==> config.mk <==
export PLATFORM = sky130hd
export DESIGN_NAME = tick_updown_counter
export DESIGN_NICKNAME = d
export VERILOG_FILES = /design/src/rtl/tick_counter_pkg.sv /design/src/rtl/tick_edge_sync.sv /design/src/rtl/tick_updown_counter.sv
export SDC_FILE = /design/constraint.sdc
export NUM_CORES = 1
export LEC_CHECK = 0
export BUFFER_PORTS_ARGS = -buffer_cell sky130_fd_sc_hd__buf_4
export CAP_MARGIN = 5
export CORE_MARGIN = 5
export CORE_UTILIZATION = 30
export DETAILED_ROUTE_END_ITERATION = 12
export PLACE_DENSITY_LB_ADDON = 0.08
export SKIP_CTS_REPAIR_TIMING = 1
export SLEW_MARGIN = 40
export SYNTH_ARGS = -nofsm -noshare
export SYNTH_HDL_FRONTEND = slang
export SYNTH_SLANG_ARGS = --single-unit
==> constraint.sdc <==
create_clock -name clock_in -period 3.5 [get_ports clock_in]
set_clock_uncertainty 0.2 [all_clocks]
set_input_delay 0.175 -clock clock_in [delete_from_list [all_inputs] [get_ports clock_in]]
set_output_delay 0.175 -clock clock_in [all_outputs]
set_load 0.005 [all_outputs]
==> src/rtl/tick_counter_pkg.sv <==
// Shared constants and helpers for the tick up/down counter.
// Holds the active-low 7-segment digit patterns {g,f,e,d,c,b,a}.
package tick_counter_pkg;

    localparam logic [6:0] SEG_0     = 7'b1000000;
    localparam logic [6:0] SEG_1     = 7'b1111001;
    localparam logic [6:0] SEG_2     = 7'b0100100;
    localparam logic [6:0] SEG_3     = 7'b0110000;
    localparam logic [6:0] SEG_4     = 7'b0011001;
    localparam logic [6:0] SEG_5     = 7'b0010010;
    localparam logic [6:0] SEG_6     = 7'b0000010;
    localparam logic [6:0] SEG_7     = 7'b1111000;
    localparam logic [6:0] SEG_8     = 7'b0000000;
    localparam logic [6:0] SEG_9     = 7'b0010000;
    localparam logic [6:0] SEG_A     = 7'b0001000;
    localparam logic [6:0] SEG_B     = 7'b0000011;
    localparam logic [6:0] SEG_C     = 7'b1000110;
    localparam logic [6:0] SEG_D     = 7'b0100001;
    localparam logic [6:0] SEG_E     = 7'b0000110;
    localparam logic [6:0] SEG_F     = 7'b0001110;
    localparam logic [6:0] SEG_BLANK = 7'h7F;

    function automatic logic [6:0] hex_to_seg(input logic [3:0] hex);
        logic [6:0] seg;
        case (hex)
            4'h0:    seg = SEG_0;
            4'h1:    seg = SEG_1;
            4'h2:    seg = SEG_2;
            4'h3:    seg = SEG_3;
            4'h4:    seg = SEG_4;
            4'h5:    seg = SEG_5;
            4'h6:    seg = SEG_6;
            4'h7:    seg = SEG_7;
            4'h8:    seg = SEG_8;
            4'h9:    seg = SEG_9;
            4'hA:    seg = SEG_A;
            4'hB:    seg = SEG_B;
            4'hC:    seg = SEG_C;
            4'hD:    seg = SEG_D;
            4'hE:    seg = SEG_E;
            4'hF:    seg = SEG_F;
            default: seg = SEG_BLANK;
        endcase
        return seg;
    endfunction

endpackage

==> src/rtl/tick_edge_sync.sv <==
// Synchronises the divided clock into the system domain and
// emits a single-cycle pulse for each of its rising edges.
module tick_edge_sync
    import tick_counter_pkg::*;
#(
    parameter int SYNC_STAGES = 2
) (
    input  logic clk_i,
    input  logic rst_ni,
    input  logic tick_i,
    output logic pulse_o
);

    logic [SYNC_STAGES-1:0] sync_q, sync_d;
    logic                   prev_q, prev_d;
    logic                   sync_out;

    assign sync_out = sync_q[SYNC_STAGES-1];

    // Shift chain plus history flop; all ones so a held-high input is not an edge
    always_comb begin
        sync_d = {sync_q[SYNC_STAGES-2:0], tick_i};
        prev_d = sync_out;
    end

    // Synchroniser and history registers
    always_ff @(posedge clk_i or negedge rst_ni) begin
        if (!rst_ni) begin
            sync_q <= '1;
            prev_q <= 1'b1;
        end else begin
            sync_q <= sync_d;
            prev_q <= prev_d;
        end
    end

    assign pulse_o = sync_out & ~prev_q;

endmodule

==> src/rtl/tick_updown_counter.sv <==
// Up/down modulo-2^WIDTH counter stepped by rising edges of a
// divided clock, with a registered active-low hex display.
module tick_updown_counter
    import tick_counter_pkg::*;
#(
    parameter int WIDTH       = 3,
    parameter int SYNC_STAGES = 2
) (
    input  logic             clock_in,
    input  logic             rst_n,
    input  logic             tick_in,
    input  logic             up_down,
    input  logic             hold,
    input  logic             load,
    input  logic [WIDTH-1:0] load_value,
    output logic [WIDTH-1:0] count,
    output logic             wrap,
    output logic [6:0]       seg
);

    localparam logic [WIDTH-1:0] CNT_MAX = '1;

    logic             tick_pulse;
    logic [WIDTH-1:0] count_q, count_d;
    logic             wrap_q, wrap_d;
    logic [6:0]       seg_q, seg_d;
    logic [3:0]       digit;

    tick_edge_sync #(
        .SYNC_STAGES (SYNC_STAGES)
    ) u_sync (
        .clk_i   (clock_in),
        .rst_ni  (rst_n),
        .tick_i  (tick_in),
        .pulse_o (tick_pulse)
    );

    assign digit = 4'(count_q);

    // Priority mux: load, then an unheld tick step, else hold
    always_comb begin
        count_d = count_q;
        wrap_d  = 1'b0;
        seg_d   = hex_to_seg(digit);
        if (load) begin
            count_d = load_value;
        end else if (tick_pulse && !hold) begin
            if (up_down) begin
                count_d = count_q + 1'b1;
                wrap_d  = (count_q == CNT_MAX);
            end else begin
                count_d = count_q - 1'b1;
                wrap_d  = (count_q == '0);
            end
        end
    end

    // Counter, wrap pulse and display registers
    always_ff @(posedge clock_in or negedge rst_n) begin
        if (!rst_n) begin
            count_q <= '0;
            wrap_q  <= 1'b0;
            seg_q   <= SEG_0;
        end else begin
            count_q <= count_d;
            wrap_q  <= wrap_d;
            seg_q   <= seg_d;
        end
    end

    assign count = count_q;
    assign wrap  = wrap_q;
    assign seg   = seg_q;

endmodule

==> run_results.csv, run 1 <==
group,metric,value,unit
yosys,avgSynthCellArea,12.4,sq um
sta,relSlewSlack,0.788,
sta,period_share,0.566,
cells_and_area,fin_nets,97,
clock_network,htreeDepth,1,
yosys,synth_nets,66,
yosys,ys.flop_type,"dfrtp_1",
route,drt_wl_total,1200,um
cells_and_area,fillers,187,
critical_path,slowest_stage,"dlygate4sd3_1",
sta,rsz0062_at_grt,"false",
cells_and_area,drive_above_1_share,0.395,
cells_and_area,final_area,920,sq um
die,die_w,55.9,um
place,dpl-instance-area,803,sq um
place,dp_hpwl,918,um
power,p_leak,0.452,nW
cells_and_area,syn2layout_area_growth,45.5,%
critical_path,cp_slowest_stage_delay,0.55,ns
sta,tns,0,ns
yosys,synth-seq-area-share,0.562,
cells_and_area,antenna_cells,0,
global_routing,grt_use_met3,0.0394,
sta,drv_slew,0,
clock_network,clk_latency,0.28,ns
global_routing,antenna_found_initial,0,
critical_path,path_delay_family,"buffers and inverters",
route,wire_per_inst,11.1,um
status,status,"complete, no violations",
critical_path,arrival,1.95,ns
critical_path,path_cells,"ha_1 > and3_1 > a31oi_1 > nor3_1 > dlygate4sd3_1",
critical_path,crit_required,3.47,ns
place,gp_congestion,0.719,
sta,hold_viol_final,0,
global_routing,busiest_layer,"met2",
route,dr.first_iter.drc_count,0,
hold_path,hold_class,"in -> reg",
critical_path,path_buf_inv,1,
yosys,synth_cell_type_count,23,
yosys,muxShareOfSynthArea,0.0673,
route,vias,458,
global_routing,grt_max_degree,15,
sta,worst_pin_slew,0.316,ns
yosys,ys_top_cells_by_area,"dfrtp_1 (40%), dfstp_2 (17%), ha_1 (9.9%)",
yosys,synth_xor_xnor_area_share,0.0277,
yosys,ys_ff_latch,14,
yosys,syn_inst,51,
critical_path,cp-end-kind,"flop",
yosys,ys_async_sr_fraction,1.00,
die,pin_count,20,
yosys,synth_top_area_cell,"dfrtp_1",
power,ir_worst_vdd,254,uV
clock_network,cts_buffer_depth,2,
clock_network,clock-sinks,14,
critical_path,startpoint_type,"flop",
critical_path,worstSetupPathType,"reg -> reg",
global_routing,grtUsageMet1,0.107,
clock_network,numCtsBuffers,3,
job,cap_violations,0,
route,via_per_inst,4.24,
critical_path,crit_fanout,6,
global_routing,use_met2,0.120,
yosys,synth_compound_area_frac,0.0475,
sta,min_period,1.98,ns
route,drc,0,
yosys,yosys.area_share.simple,0.133,
yosys,ys_warn_count,0,
yosys,synth_top_area_frac,0.396,
clock_network,clock-root-buffer,"clkbuf_4",
die,core,1980,sq um
die,dieHeight,55.9,um
yosys,synth.most_common_cell,"dfrtp_1",
global_routing,grt_overflow,0,
power,p_total,0.398,mW
die,initial_core_util,0.319,
place,io_buffer_count,19,
global_routing,grt_util_all_layers,0.0872,
die,fp.dieArea,3120,sq um
clock_network,path_clk_slew,0.08,ns
yosys,synth_enable_flop_cells,0,
route,ant_nets,0,
sta,setup_viol,0,
sta,fmax,505,MHz
power,power_density,432,nW/um^2
clock_network,tritoncts,"yes",
route,drt_pass1_iterations,1,
global_routing,grt_pass1_vias,446,
die,rows,16,
global_routing,grt_first_pass_wirelength,2080,um
yosys,syn_area,632,sq um
yosys,synth_adder_area_share,0.131,
yosys,synth_top_family_by_area,"simple AND/OR/NAND/NOR gates",
yosys,synth_common_cells,"dfrtp_1 (10), ha_1 (5), dfstp_2 (4), nand2_1 (4)",
[layout by cell type (no fill, tap or decap), drive strengths merged]
cell type / instances
and3: 1
dfstp: 4
nor3: 1
dfrtp: 10
nor2: 3
ha: 5
xnor2: 2
nand3: 2
dlygate4sd3: 8
nor3b: 1
mux2i: 2
and2: 1
mux2: 2
nand2: 4
clkbuf: 4
inv: 4
a31oi: 1
o21ai: 3
fa: 1
or3b: 1
buf: 19
nor2b: 1
a211o: 1
[per-stage QoR]
stage	hold WS, ns	utilization	worst slack, ns	instances
finish	0.0200	0.464	1.52	108
detailed placement	-0.169	0.405	1.83	96
global route	0.0497	0.464	1.45	108
global placement	-0.167	0.405	1.86	96
floorplan	-0.321	-	1.88	51
CTS	-0.483	0.424	1.81	100
[worst register-to-register path, delay by kind of cell (launching register included)]
family	cells	cell delay [ns]
and+or+nand+nor	2	0.25
AOI/OAI and AO/OA	1	0.13
buffers and inverters	1	0.55
DFF	1	0.47
adders and majority gates	1	0.27
[layer usage]
layer	vias to the layer above	routed length, um
met4	0	26
met3	4	101
met2	15	506
li1	228	-
met1	211	570
met5	-	0
[flip-flops by register name (all words and copies together), names as in the netlist]
register	flops
seg	7
count	3
u_sync.sync_q	2
u_sync.prev_q	1
wrap	1
[report_power, final]
| group | switching [mW] | internal, mW | leakage (nW) | total, mW |
|---|---|---|---|---|
| Sequential | 0.0129 | 0.183 | 0.167 | 0.196 |
| Clock | 0.0526 | 0.0633 | 0.0210 | 0.116 |
| Combinational | 0.0350 | 0.0512 | 0.264 | 0.0862 |
[layout make-up]
cell class                      count  area, sq um  share of cell area
Multi-Input combinational cell     32          256               0.279
Tap cell                           27         33.8              0.0367
Sequential cell                    14          355               0.386
Inverter                            4         15.0              0.0163
Clock buffer                        4         36.3              0.0395
Timing Repair Buffer               27          223               0.242
[logic make-up after synthesis]
| logic type | Yosys count |
|---|---|
| buf+inv | 5 |
| fa+ha+maj | 6 |
| mux | 4 |
| xor+xnor | 2 |
| simple gates | 15 |
| flops | 14 |
| compound gates | 5 |
[final timing paths]
| kind | startpoint | endpoint | slack, ns | depth (start not counted) |
|---|---|---|---|---|
| max reg2reg | count[0] | wrap | 1.52 | 5 |
| max in group asynchronous | rst_n | seg[6] | 2.79 | 2 |
| min | hold | count[2] | 0.02 | 4 |
| max | count[0] | wrap | 1.52 | 5 |
| min in group asynchronous | rst_n | seg[1] | 0.08 | 2 |
| min reg2reg | u_sync.sync_q[0] | u_sync.sync_q[1] | 0.16 | 0 |
No activity file was read; power rests on OpenSTA's default activity.
==> run 2: changes to the inputs <==
==> constraint.sdc (replaced) <==
create_clock -name clock_in -period 1.8 [get_ports clock_in]
set_clock_uncertainty 0.2 [all_clocks]
set_input_delay 0.09 -clock clock_in [delete_from_list [all_inputs] [get_ports clock_in]]
set_output_delay 0.09 -clock clock_in [all_outputs]
set_load 0.005 [all_outputs]
==> run 2 against run 1 <==
Against the previous run:
- the run now ends with negative hold slack left
- sequential share of layout area decreased by 0.72 points
- clock-buffer cell count unchanged
- cell count is 2.8% higher
- flip-flop and latch count did not move
- utilization rose by 0.88 points
- global-route usage is 0.21 points higher
- worst setup slack lost 1.4 ns
- via count grew 2.6%
- combinational power grew 110%
- largest power group unchanged
==> run_results.csv, run 2 (synthesis results as in run 1) <==
group,metric,value,unit
sta,hold_viol_final,1,
die,die_w,55.9,um
critical_path,crit_required,1.82,ns
sta,hold_slack,-0.00280,ns
place,place_ws,0.180,ns
clock_network,tritoncts,"yes",
cells_and_area,largest_reg_flops,7,
sta,tns,0,ns
die,rows,16,
route,via_per_inst,4.23,
global_routing,grt_first_pass_wirelength,2130,um
clock_network,numCtsBuffers,3,
clock_network,htreeDepth,1,
place,dp_hpwl,949,um
sta,worst_pin_slew,0.305,ns
route,drt_wl_total,1320,um
critical_path,worstSetupPathType,"reg -> reg",
cells_and_area,antenna_cells,0,
critical_path,startpoint_type,"flop",
clock_network,clock-sinks,14,
sta,fmax,606,MHz
die,pin_count,20,
place,gp_congestion,0.723,
hold_path,hold_class,"in -> reg",
route,wire_per_inst,11.9,um
sta,rsz0062_at_grt,"false",
sta,setup_viol,0,
power,power_density,793,nW/um^2
job,cap_violations,0,
status,status,"finished, violations left",
route,drc,0,
critical_path,arrival,1.67,ns
clock_network,path_clk_slew,0.08,ns
sta,min_period,1.65,ns
power,ir_worst_vdd,302,uV
sta,fin_ws,0.151,ns
cells_and_area,fin_nets,100,
sta,drv_slew,0,
route,vias,470,
global_routing,grt_util_all_layers,0.0892,
cells_and_area,layout_common_cells,"buf_4 (20), dfrtp_1 (10), dlygate4sd3_1 (10)",
critical_path,crit_fanout,6,
global_routing,grt_overflow,0,
route,ant_nets,0,
power,p_leak,0.457,nW
sta,relSlewSlack,0.796,
global_routing,grt_max_degree,15,
die,core,1980,sq um
critical_path,cp-end-kind,"flop",
status,violations,"negative hold slack",
route,dr.first_iter.drc_count,2,
global_routing,grt_pass1_vias,480,
place,io_buffer_count,19,
cells_and_area,layout_commonest_cell,"buf_4",
global_routing,antenna_found_initial,0,
cells_and_area,syn2layout_area_growth,48.3,%
die,initial_core_util,0.319,
die,dieHeight,55.9,um
route,drt_pass1_iterations,2,
die,fp.dieArea,3120,sq um
cells_and_area,drive_above_1_share,0.381,
clock_network,cts_buffer_depth,2,
clock_network,clk_latency,0.28,ns
sta,period_share,0.916,
clock_network,clock-root-buffer,"clkbuf_4",
## run 2: cell types whose count changed in the layout (fill, tap and decap cells not counted)
cell,previous run,this run
clkbuf_1,0,1
buf_4,19,20
clkbuf_8,1,0
dlygate4sd3_1,8,10
## run 2: report_power, final
| part | switching (mW) | internal (mW) | leakage (nW) |
|---|---|---|---|
| logic | 0.0739 | 0.106 | 0.275 |
| clock network | 0.100 | 0.0860 | 0.0150 |
| registers | 0.0213 | 0.355 | 0.167 |
## run 2: layout make-up
| cell class | instances | area, sq um |
|---|---|---|
| fill | 192 | 1040 |
| sequential | 14 | 355 |
| multi-input combinational | 32 | 256 |
| timing repair buffer | 30 | 250 |
| tap | 27 | 33.8 |
| clock buffer | 4 | 26.3 |
| inverter | 4 | 15.0 |
## run 2: worst paths after layout
path	from	endpoint	slack (ns)	cells after the start
worst min-delay path	up_down	count[2]	-0.003	4
worst max register to register	count[1]	count[2]	0.15	4
worst min register to register	u_sync.sync_q[0]	u_sync.sync_q[1]	0.16	0
max in group asynchronous	rst_n	seg[0]	0.56	3
min in group asynchronous	rst_n	seg[6]	0.12	2
worst max-delay path	count[1]	count[2]	0.15	4
## run 2: stage by stage
step / total power, mW / utilization / area [sq um] / instances / hold WS (ns)
floorplan: 0.454 / - / 632 / 51 / -0.406
global placement: 0.548 / 0.409 / 811 / 97 / -0.251
detailed placement: 0.549 / 0.409 / 811 / 97 / -0.252
CTS: 0.737 / 0.422 / 837 / 101 / -0.567
global route: 0.794 / 0.473 / 937 / 111 / 0.0346
finish: 0.743 / 0.473 / 937 / 111 / -0.00280
## run 2: layer usage
layer	share of wire	global-route usage	routed length (um)
met1	0.48	0.107	637
met2	0.43	0.120	571
met3	0.067	0.0441	88
met4	0.018	0.0678	24
met5	0	0	0
## run 2: critical path: stages, from the launching register on
cell,delay (ns)
dfrtp_1,0.45
fa_1,0.40
xnor2_1,0.16
a211o_1,0.30
nand3_1,0.08
==> run 3: changes to the inputs <==
--- a/config.mk
+++ b/config.mk
@@ -8,7 +8,7 @@
 export BUFFER_PORTS_ARGS = -buffer_cell sky130_fd_sc_hd__buf_4
 export CAP_MARGIN = 5
 export CORE_MARGIN = 5
-export CORE_UTILIZATION = 30
+export CORE_UTILIZATION = 42
 export DETAILED_ROUTE_END_ITERATION = 12
 export PLACE_DENSITY_LB_ADDON = 0.08
 export SKIP_CTS_REPAIR_TIMING = 1
==> run 3 against run 2 <==
Against the previous run:
- the flow still finishes with violations (negative hold slack)
- worst setup slack gained 0.011 ns
- flip-flop and latch count is the same
- sequential power is essentially flat
- non-clock buffer count is the same
- design area shrank 1.5%
- die area shrank 24%
- clock-buffer cell count is the same
- critical path depth is the same
- sequential share of layout area grew 0.57 points
- first-iteration DRC count grew to 3.5 times the previous value
- via count shrank 0.85%
- global-route usage grew 1.3 points
- largest cell class unchanged
==> run_results.csv, run 3 (synthesis results as in run 1) <==
group,metric,value,unit
global_routing,antenna_found_initial,0,
route,wire_per_inst,12.1,um
sta,setup_viol,0,
critical_path,slowest_stage,"dfrtp_1",
critical_path,cp-end-kind,"flop",
job,cap_violations,0,
critical_path,path_delay_family,"flip-flops",
cells_and_area,layout_common_cells,"buf_4 (20), dfrtp_1 (10), dlygate4sd3_1 (10)",
global_routing,grt_first_pass_wirelength,1880,um
power,power_density,793,nW/um^2
critical_path,crit_required,1.81,ns
critical_path,r2r_setup_slack,0.16,ns
critical_path,ff2ff_path_depth,4,
cells_and_area,layout_commonest_cell,"buf_4",
power,sequentialPowerShare,0.514,
sta,hold_viol_final,1,
global_routing,grt_overflow,0,
die,die_w,48.8,um
sta,worst_pin_slew,0.296,ns
critical_path,crit_fanout,6,
die,dieHeight,48.8,um
cells_and_area,largest_reg_flops,7,
sta,period_share,0.910,
critical_path,startpoint,"count[1]",
clock_network,htreeDepth,1,
route,drt_wl_total,1210,um
critical_path,r2r-start,"count[1]",
status,status,"finished, violations left",
clock_network,clock-root-buffer,"clkbuf_4",
power,power_frac_clock,0.240,
hold_path,hold_class,"in -> reg",
route,dr.first_iter.drc_count,7,
clock_network,clock-sinks,14,
power,p_int,0.548,mW
place,gp_congestion,0.787,
die,rows,14,
power,p_switching,0.185,mW
critical_path,startpoint_type,"flop",
die,initial_core_util,0.429,
critical_path,arrival,1.64,ns
power,p_leak,0.457,nW
cells_and_area,syn2layout_area_growth,46.1,%
clock_network,path_clk_slew,0.08,ns
route,via_per_inst,4.66,
critical_path,cp_slowest_stage_delay,0.46,ns
power,ir_worst_vdd,541,uV
route,vias,466,
clock_network,numCtsBuffers,3,
power,combPwrFrac,0.246,
cells_and_area,fin_nets,100,
critical_path,r2r_end,"count[2]",
route,drt_pass1_iterations,3,
place,dp_hpwl,912,um
cells_and_area,final_area,923,sq um
global_routing,grt_pass1_vias,416,
hold_path,min_from,"up_down",
die,fp.dieArea,2380,sq um
route,drc,0,
sta,tns,0,ns
clock_network,cts_buffer_depth,2,
clock_network,tritoncts,"yes",
critical_path,worstSetupPathType,"reg -> reg",
place,io_buffer_count,19,
hold_path,hold_path_depth,4,
global_routing,grt_max_degree,15,
sta,drv_slew,0,
sta,fin_ws,0.161,ns
clock_network,clk_latency,0.27,ns
place,dpl-instance-area,797,sq um
critical_path,path_buf_inv,0,
cells_and_area,antenna_cells,0,
hold_path,hold_end,"count[2]",
die,pin_count,20,
cells_and_area,drive_above_1_share,0.381,
sta,relSlewSlack,0.802,
critical_path,path_cells,"fa_1 > xnor2_1 > a211o_1 > nand3_1",
global_routing,grt_util_all_layers,0.103,
sta,hold_slack,-0.00294,ns
sta,min_period,1.64,ns
power,swShare,0.253,
sta,rsz0062_at_grt,"false",
sta,fmax,610,MHz
place,place_ws,0.187,ns
die,core,1470,sq um
status,violations,"negative hold slack",
route,ant_nets,0,
==> run 3: cell counts in the layout (fill, tap and decap cells not counted) <==
No cell type changed its count.
==> run 3: final cells by class <==
cell class                 instances  area [sq um]
tap                               16          20.0
timing repair buffer              30           250
inverter                           4          15.0
multi-input combinational         32           256
sequential                        14           355
fill                             134           548
clock buffer                       4          26.3
==> run 3: worst reg2reg max path, delay by kind of cell (launching register included) <==
family / cells / cell delay (ns)
DFF: 1 / 0.46
AOI/OAI and AO/OA: 1 / 0.29
adders and majority gates: 1 / 0.40
and+or+nand+nor: 1 / 0.07
xor gates and xnor gates: 1 / 0.15
==> run 3: stage by stage <==
step / util / power, mW / std cells
after global placement: 0.542 / 0.544 / 86
after floorplan: - / 0.454 / 51
after global routing: 0.628 / 0.790 / 100
final: 0.628 / 0.733 / 100
after detailed placement: 0.542 / 0.549 / 86
after CTS: 0.560 / 0.731 / 90
==> run 3: power groups by stage <==
stage | Sequential [mW] | Combinational [mW] | Clock (mW)
after floorplan | 0.383 | 0.0713 | 0
after global placement | 0.381 | 0.163 | 0
after detailed placement | 0.383 | 0.167 | 0
after CTS | 0.377 | 0.167 | 0.187
after global routing | 0.382 | 0.200 | 0.208
final | 0.376 | 0.181 | 0.176
==> run 3: worst max path at each step <==
stage | endpoint | slack [ns] | cells past startpoint
6_report | count[2] | 0.16 | 4
5_1_grt | count[2] | 0.11 | 4
4_1_cts | count[2] | 0.16 | 4
3_5_place_dp | count[2] | 0.19 | 4
3_3_place_gp | count[2] | 0.21 | 4
2_1_floorplan | count[2] | 0.18 | 4
==> run 3: layer usage <==
metal  track usage  vias to the layer above  wire length, um  part of all wire
met5             0                        -                0                 0
met2         0.143                       17              538              0.44
met4        0.0404                        0                0                 0
li1              -                      234                -                 -
met1         0.128                      215              580              0.48
met3        0.0612                        0               93             0.077
